$ cat config.mk
export PLATFORM = sky130hd
export DESIGN_NAME = qdrc_rd_buf
export DESIGN_NICKNAME = d
export VERILOG_FILES = /design/src/rtl/qdrc_pkg.sv /design/src/rtl/qdrc_sync_fifo.sv /design/src/rtl/qdrc_rd_buf.sv
export SDC_FILE = /design/constraint.sdc
export NUM_CORES = 1
export LEC_CHECK = 0
export ABC_CLOCK_PERIOD_IN_PS = 8760
export CAP_MARGIN = 20
export CELL_PAD_IN_SITES_DETAIL_PLACEMENT = 0
export CELL_PAD_IN_SITES_GLOBAL_PLACEMENT = 2
export CORE_MARGIN = 4
export CORE_UTILIZATION = 47
export CTS_CLUSTER_DIAMETER = 200
export DETAILED_ROUTE_END_ITERATION = 8
export GPL_ROUTABILITY_DRIVEN = 0
export PLACE_DENSITY_LB_ADDON = 0.15
export SYNTH_ARGS = -nofsm -noshare
export SYNTH_HDL_FRONTEND = slang
export SYNTH_SLANG_ARGS = --single-unit
$ cat constraint.sdc
create_clock -name clk -period 8.76 [get_ports clk]
set_input_delay 1.314 -clock clk [delete_from_list [all_inputs] [get_ports clk]]
set_output_delay 1.314 -clock clk [all_outputs]
set_load 0.05 [all_outputs]
$ cat src/rtl/qdrc_pkg.sv
// Shared QDR controller definitions: default widths, returned-word type, clog2.
package qdrc_pkg;

  localparam int QDRC_DATA_WIDTH = 36;
  localparam int QDRC_ADDR_WIDTH = 21;
  localparam int QDRC_TAG_WIDTH  = 8;

  // One returned read word is two QDR beats.
  typedef logic [2*QDRC_DATA_WIDTH-1:0] qdrc_word_t;

  // Ceiling log2, usable in parameter expressions (bounded loop for synthesis).
  function automatic int clog2(input int v);
    int r;
    r = 0;
    for (int i = 0; i < 32; i++)
      if ((1 << i) < v) r = i + 1;
    return r;
  endfunction

endpackage

$ cat src/rtl/qdrc_sync_fifo.sv
// Single-clock first-word-fall-through FIFO with registered memory.
// DEPTH must be a power of two so pointers wrap naturally.
module qdrc_sync_fifo import qdrc_pkg::*; #(
  parameter int WIDTH = 8,
  parameter int DEPTH = 16,
  localparam int AW   = clog2(DEPTH)
) (
  input  logic             clk,
  input  logic             reset,
  input  logic             push,
  input  logic [WIDTH-1:0] din,
  input  logic             pop,
  output logic [WIDTH-1:0] dout,
  output logic [AW:0]      count,
  output logic             full,
  output logic             empty
);

  logic [WIDTH-1:0] mem [DEPTH];
  logic [AW-1:0]    wr_ptr, rd_ptr;
  logic             wr_en, rd_en;

  assign full  = (count == (AW+1)'(DEPTH));
  assign empty = (count == '0);
  assign wr_en = push && !full;
  assign rd_en = pop && !empty;

  // Head is visible as soon as it is written; driven 0 when empty.
  assign dout = empty ? '0 : mem[rd_ptr];

  // Pointer and occupancy bookkeeping.
  always_ff @(posedge clk) begin
    if (reset) begin
      wr_ptr <= '0;
      rd_ptr <= '0;
      count  <= '0;
    end else begin
      if (wr_en) wr_ptr <= wr_ptr + 1'b1;
      if (rd_en) rd_ptr <= rd_ptr + 1'b1;
      case ({wr_en, rd_en})
        2'b10:   count <= count + 1'b1;
        2'b01:   count <= count - 1'b1;
        default: count <= count;
      endcase
    end
  end

  // Storage array, no reset needed: contents are only read when counted valid.
  always_ff @(posedge clk) begin
    if (wr_en) mem[wr_ptr] <= din;
  end

endmodule

$ cat src/rtl/qdrc_rd_buf.sv
// QDR read request/return buffer. Tags are queued at accept, returned words
// at rd_dvld; both pop together on the output handshake. The tag FIFO depth
// is the credit pool, so every return has a data slot waiting for it.
// Optional: define QDRC_RD_BUF_STATUS_EN for err_unsolicited and occupancy.
module qdrc_rd_buf import qdrc_pkg::*; #(
  parameter int DATA_WIDTH = QDRC_DATA_WIDTH,
  parameter int ADDR_WIDTH = QDRC_ADDR_WIDTH,
  parameter int TAG_WIDTH  = QDRC_TAG_WIDTH,
  parameter int DEPTH      = 16,
  localparam int AW        = clog2(DEPTH)
) (
  input  logic                    clk,
  input  logic                    reset,
  input  logic                    phy_rdy,
  input  logic                    req_valid,
  output logic                    req_ready,
  input  logic [ADDR_WIDTH-1:0]   req_addr,
  input  logic [TAG_WIDTH-1:0]    req_tag,
  output logic                    rd_strb,
  output logic [ADDR_WIDTH-1:0]   rd_addr,
  input  logic [2*DATA_WIDTH-1:0] rd_data,
  input  logic                    rd_dvld,
  output logic                    out_valid,
  input  logic                    out_ready,
  output logic [2*DATA_WIDTH-1:0] out_data,
  output logic [TAG_WIDTH-1:0]    out_tag
`ifdef QDRC_RD_BUF_STATUS_EN
  ,
  output logic                    err_unsolicited,
  output logic [AW:0]             occupancy
`endif
);

  logic [AW:0]             tag_cnt, data_cnt;
  logic                    tag_full, tag_empty, data_full, data_empty;
  logic [TAG_WIDTH-1:0]    tag_head;
  logic [2*DATA_WIDTH-1:0] data_head;
  logic                    accept, pop, unsol, data_push;

  // Credit check: a free tag slot also reserves the matching data slot.
  assign req_ready = phy_rdy && !tag_full && !reset;
  assign accept    = req_valid && req_ready;
  assign rd_strb   = accept;
  assign rd_addr   = accept ? req_addr : '0;

  assign out_valid = !data_empty;
  assign pop       = out_valid && out_ready && !tag_empty;
  assign out_data  = data_head;
  assign out_tag   = out_valid ? tag_head : '0;

  // A return with no outstanding read has no tag to pair with: drop it.
  assign unsol     = rd_dvld && (data_cnt == tag_cnt);
  assign data_push = rd_dvld && !unsol && !data_full;

  qdrc_sync_fifo #(.WIDTH(TAG_WIDTH), .DEPTH(DEPTH)) u_tag_fifo (
    .clk   (clk),
    .reset (reset),
    .push  (accept),
    .din   (req_tag),
    .pop   (pop),
    .dout  (tag_head),
    .count (tag_cnt),
    .full  (tag_full),
    .empty (tag_empty)
  );

  qdrc_sync_fifo #(.WIDTH(2*DATA_WIDTH), .DEPTH(DEPTH)) u_data_fifo (
    .clk   (clk),
    .reset (reset),
    .push  (data_push),
    .din   (rd_data),
    .pop   (pop),
    .dout  (data_head),
    .count (data_cnt),
    .full  (data_full),
    .empty (data_empty)
  );

`ifdef QDRC_RD_BUF_STATUS_EN
  assign occupancy = tag_cnt;

  // Sticky flag for returns that arrived with nothing outstanding.
  always_ff @(posedge clk) begin
    if (reset)      err_unsolicited <= 1'b0;
    else if (unsol) err_unsolicited <= 1'b1;
  end
`endif

endmodule

==> impl_metrics.prom <==
# TYPE chip_impl_metric gauge
chip_impl_metric{name="detailedRoute.firstIterationViolations",unit=""} 2847
chip_impl_metric{name="post_route_cells_drive_above_1_share",unit="%"} 21.3
chip_impl_metric{name="cts_max_level",unit=""} 4
chip_impl_info{name="commonest_cells_post_synth",value="1280 x sky130_fd_sc_hd__edfxtp_1, 400 x sky130_fd_sc_hd__mux4_2, 127 x sky130_fd_sc_hd__clkbuf_1"} 1
chip_impl_metric{name="cts_max_path_buffers",unit=""} 3
chip_impl_metric{name="synth_sequential_area_ratio",unit="%"} 71.2
chip_impl_metric{name="core_area",unit="mm2"} 0.119
chip_impl_metric{name="worstPathMaxFanout",unit=""} 53
chip_impl_metric{name="die_w",unit="um"} 355
chip_impl_metric{name="grt_max_degree",unit=""} 161
chip_impl_info{name="hold_class",value="reg2reg"} 1
chip_impl_metric{name="synthesis.instances",unit=""} 2968
chip_impl_metric{name="die_y",unit="um"} 355
chip_impl_info{name="synth_area_leaders",value="sky130_fd_sc_hd__edfxtp_1 68%, sky130_fd_sc_hd__mux4_2 16%, sky130_fd_sc_hd__dfxtp_1 3.2%"} 1
chip_impl_metric{name="routed-via-count",unit=""} 29300
chip_impl_metric{name="globalRoute.totalOverflow",unit=""} 0
chip_impl_info{name="synth_most_common_cell",value="sky130_fd_sc_hd__edfxtp_1"} 1
chip_impl_metric{name="average_cell_area_after_synthesis",unit="um2"} 19.0
chip_impl_metric{name="postRouteAntennaNets",unit=""} 0
chip_impl_metric{name="synth_area",unit="mm2"} 0.0565
chip_impl_metric{name="clock-sinks",unit=""} 1370
chip_impl_metric{name="fmaxAchievable",unit="GHz"} 0.171
chip_impl_metric{name="worst_slew_pin_tran",unit="ns"} 1.21
chip_impl_info{name="postSynth.topFlopCell",value="sky130_fd_sc_hd__edfxtp_1"} 1
chip_impl_metric{name="ffs_latches_synth",unit=""} 1370
chip_impl_metric{name="timing_max_transition_violations_final",unit=""} 0
chip_impl_metric{name="synth_top_area_share",unit="%"} 68.0
chip_impl_metric{name="synth-edff-count",unit=""} 1280
chip_impl_metric{name="min_period_over_period",unit="%"} 66.9
chip_impl_metric{name="timing.setup.tns",unit="ns"} 0
chip_impl_metric{name="clkTransAtPathRegs",unit="ns"} 0.06
chip_impl_info{name="critical_path.most_common_cell",value="sky130_fd_sc_hd__buf_4"} 1
chip_impl_metric{name="critical_path.max_stage_delay",unit="ns"} 0.84
chip_impl_info{name="cts_tree",value="done"} 1
chip_impl_info{name="outcome",value="complete, no violations"} 1
chip_impl_metric{name="design_power_total",unit="mW"} 16.3
chip_impl_metric{name="leakage_power_of_the_design",unit="nW"} 20.6
chip_impl_metric{name="totalWireLength",unit="mm"} 134
chip_impl_metric{name="finalSetupViolations",unit=""} 0
chip_impl_metric{name="numPlacedInstances",unit=""} 4650
chip_impl_info{name="netlist.top_cell.by_area",value="sky130_fd_sc_hd__edfxtp_1"} 1
chip_impl_metric{name="arrival",unit="ns"} 4.55
chip_impl_metric{name="syn-num-nets",unit=""} 3121
chip_impl_metric{name="timing.max_slew.rel_slack",unit="%"} 19.4
chip_impl_metric{name="time_the_final_worst_path_needs_with_i_o_delays_and_setup",unit="ns"} 5.86
chip_impl_metric{name="finish.cell_count_without_fillers",unit=""} 4917
chip_impl_metric{name="ys.warnings.count",unit=""} 0
chip_impl_metric{name="nets",unit=""} 3349
chip_impl_metric{name="timing.critical_path.required",unit="ns"} 7.45
chip_impl_info{name="setup.worst_path.class",value="reg2out"} 1
chip_impl_metric{name="peakVddDrop",unit="V"} 0.000199
chip_impl_metric{name="cts_repair_resize_count",unit=""} 0
chip_impl_metric{name="drt_first_pass_iters",unit=""} 6
chip_impl_info{name="cts-root-buf",value="sky130_fd_sc_hd__clkbuf_16"} 1
chip_impl_metric{name="postCtsSetupBuffers",unit=""} 0
chip_impl_metric{name="hpwlAfterDp",unit="mm"} 72.5
chip_impl_metric{name="grt_first_pass_wirelength",unit="mm"} 199
chip_impl_metric{name="drt_drc_violations_left",unit=""} 0
chip_impl_metric{name="initial_utilization",unit="%"} 47.6
chip_impl_metric{name="viasPerCell",unit=""} 5.96
chip_impl_metric{name="async_set_reset_flop_share_out_of_synthesis",unit="%"} 0
chip_impl_metric{name="grt_pass1_vias",unit=""} 30200
chip_impl_info{name="worstSetupEndpointType",value="output port"} 1
chip_impl_metric{name="design.portCount",unit=""} 211
chip_impl_metric{name="design.die.area",unit="mm2"} 0.126
chip_impl_metric{name="port_buffers",unit=""} 210
chip_impl_metric{name="post_drt_wl_per_cell",unit="um"} 27.3
chip_impl_metric{name="rows",unit=""} 126
chip_impl_metric{name="maxCapViolations",unit=""} 0
chip_impl_metric{name="numCtsBuffers",unit=""} 143
chip_impl_metric{name="clock_skew",unit="ns"} 0.0219
chip_impl_metric{name="hold_viol_final",unit=""} 0
chip_impl_info{name="critPathSlowestCell",value="sky130_fd_sc_hd__buf_4"} 1
chip_impl_metric{name="post_synth_num_cell_types",unit=""} 89
chip_impl_info{name="rsz0062_at_grt",value="false"} 1
chip_impl_info{name="startpoint_type",value="flip-flop"} 1
chip_impl_metric{name="number_of_antenna_violations_at_the_first_check_in_global_routing",unit=""} 14
chip_impl_metric{name="hold_buffers",unit=""} 0
chip_impl_metric{name="globalRouteTotalUtil",unit="%"} 21.3
chip_impl_info{name="timing.critical_path.cells",value="nor4_1 > nand4_1 > nor4_2 > buf_4 > buf_4 > nor2b_1 > clkdlybuf4s50_1"} 1
chip_impl_metric{name="fillerInstances",unit=""} 9106
chip_impl_metric{name="power_density",unit="mW/mm2"} 250
chip_impl_metric{name="flow.area_growth_from_synthesis",unit="%"} 15.2
chip_impl_metric{name="clk-insertion-delay-late",unit="ns"} 0.74
area by class of cell:
cell class	instances	area (um2)	share of cell area, %
flip-flops and latches	1370	40300	61.9
multi-input cells	1382	15500	23.8
clock buffers	181	3810	5.85
repair buffers	267	2620	4.02
well taps	1600	2000	3.08
clock inverters	78	754	1.16
inverters	32	120	0.185
diodes	7	17.5	0.0269
stage by stage:
step / setup slack (ns) / utilization, % / instance area [um2] / hold WS, ns
floorplan: 1.32 / - / 56500 / 0.482
global placement: 2.61 / 50.9 / 60500 / 0.518
detailed placement: 2.56 / 50.9 / 60500 / 0.510
CTS: 2.51 / 54.8 / 65000 / 0.535
global route: 2.58 / 54.8 / 65100 / 0.566
finish: 2.90 / 54.8 / 65100 / 0.528
sequential cells by signal, indices dropped and copies added (netlist names), named ones only:
name / flops
u_tag_fifo.count: 33
u_tag_fifo.rd_ptr: 4
u_tag_fifo.wr_ptr: 4
u_data_fifo.rd_ptr: 4
u_data_fifo.count: 33
u_data_fifo.wr_ptr: 4
u_data_fifo.mem: 1152
u_tag_fifo.mem: 128
critical path, delay by kind of cell (launching register included):
kind / cells / cell delay (ns)
DFF: 1 / 0.36
and+or+nand+nor: 4 / 1.26
buffers and inverters: 3 / 2.11
kinds of logic (layout without fill, tap and decap cells):
logic type      Yosys count  count (layout)  synth area share [%]
compound gates          303             303                  3.63
xor+xnor                 90              90                  1.40
fa+ha+maj                46              46                  1.03
buf+inv                 216             558                  1.53
flops                  1370            1370                  71.2
mux                     421             421                  16.3
other cells               0               7                     0
simple gates            522             522                  4.85
layer usage:
metal  track usage (%)  vias to the layer above  routed length (um)
met2              34.6                      862               65700
met3              3.69                      170                8020
met5                 0                        -                  75
met1              30.2                    15600               57800
met4              5.58                       10                2500
li1                  -                    12600                   -
cells in the final DEF (no fill, tap or decap), types with 44 or more instances in the layout:
cell / instances
sky130_fd_sc_hd__mux4_2: 400
sky130_fd_sc_hd__xnor2_1: 46
sky130_fd_sc_hd__clkdlybuf4s50_1: 209
sky130_fd_sc_hd__buf_4: 51
sky130_fd_sc_hd__a21oi_1: 82
sky130_fd_sc_hd__nor2_1: 103
sky130_fd_sc_hd__clkbuf_16: 146
sky130_fd_sc_hd__edfxtp_1: 1280
sky130_fd_sc_hd__nand2_1: 97
sky130_fd_sc_hd__nor2b_1: 92
sky130_fd_sc_hd__ha_1: 44
sky130_fd_sc_hd__dfxtp_1: 84
sky130_fd_sc_hd__xor2_1: 44
sky130_fd_sc_hd__o21ai_0: 53
path summary, 6_finish.rpt:
check	startpoint	endpoint	slack, ns	cells past startpoint
setup reg to reg	u_tag_fifo.count[18]	u_tag_fifo.count[30]	3.02	14
hold / removal	u_data_fifo.rd_ptr[3]	u_data_fifo.rd_ptr[3]	0.53	2
hold reg to reg	u_data_fifo.rd_ptr[3]	u_data_fifo.rd_ptr[3]	0.53	2
setup / recovery	u_data_fifo.count[26]	out_data[67]	2.90	7
report_power, final:
part	switching [mW]	leakage [nW]	internal, mW	total (mW)
logic	1.59	6.11	1.20	2.79
registers	0.263	12.3	7.31	7.57
clock network	2.47	2.24	3.45	5.92
(Power assumes the default switching activity.)
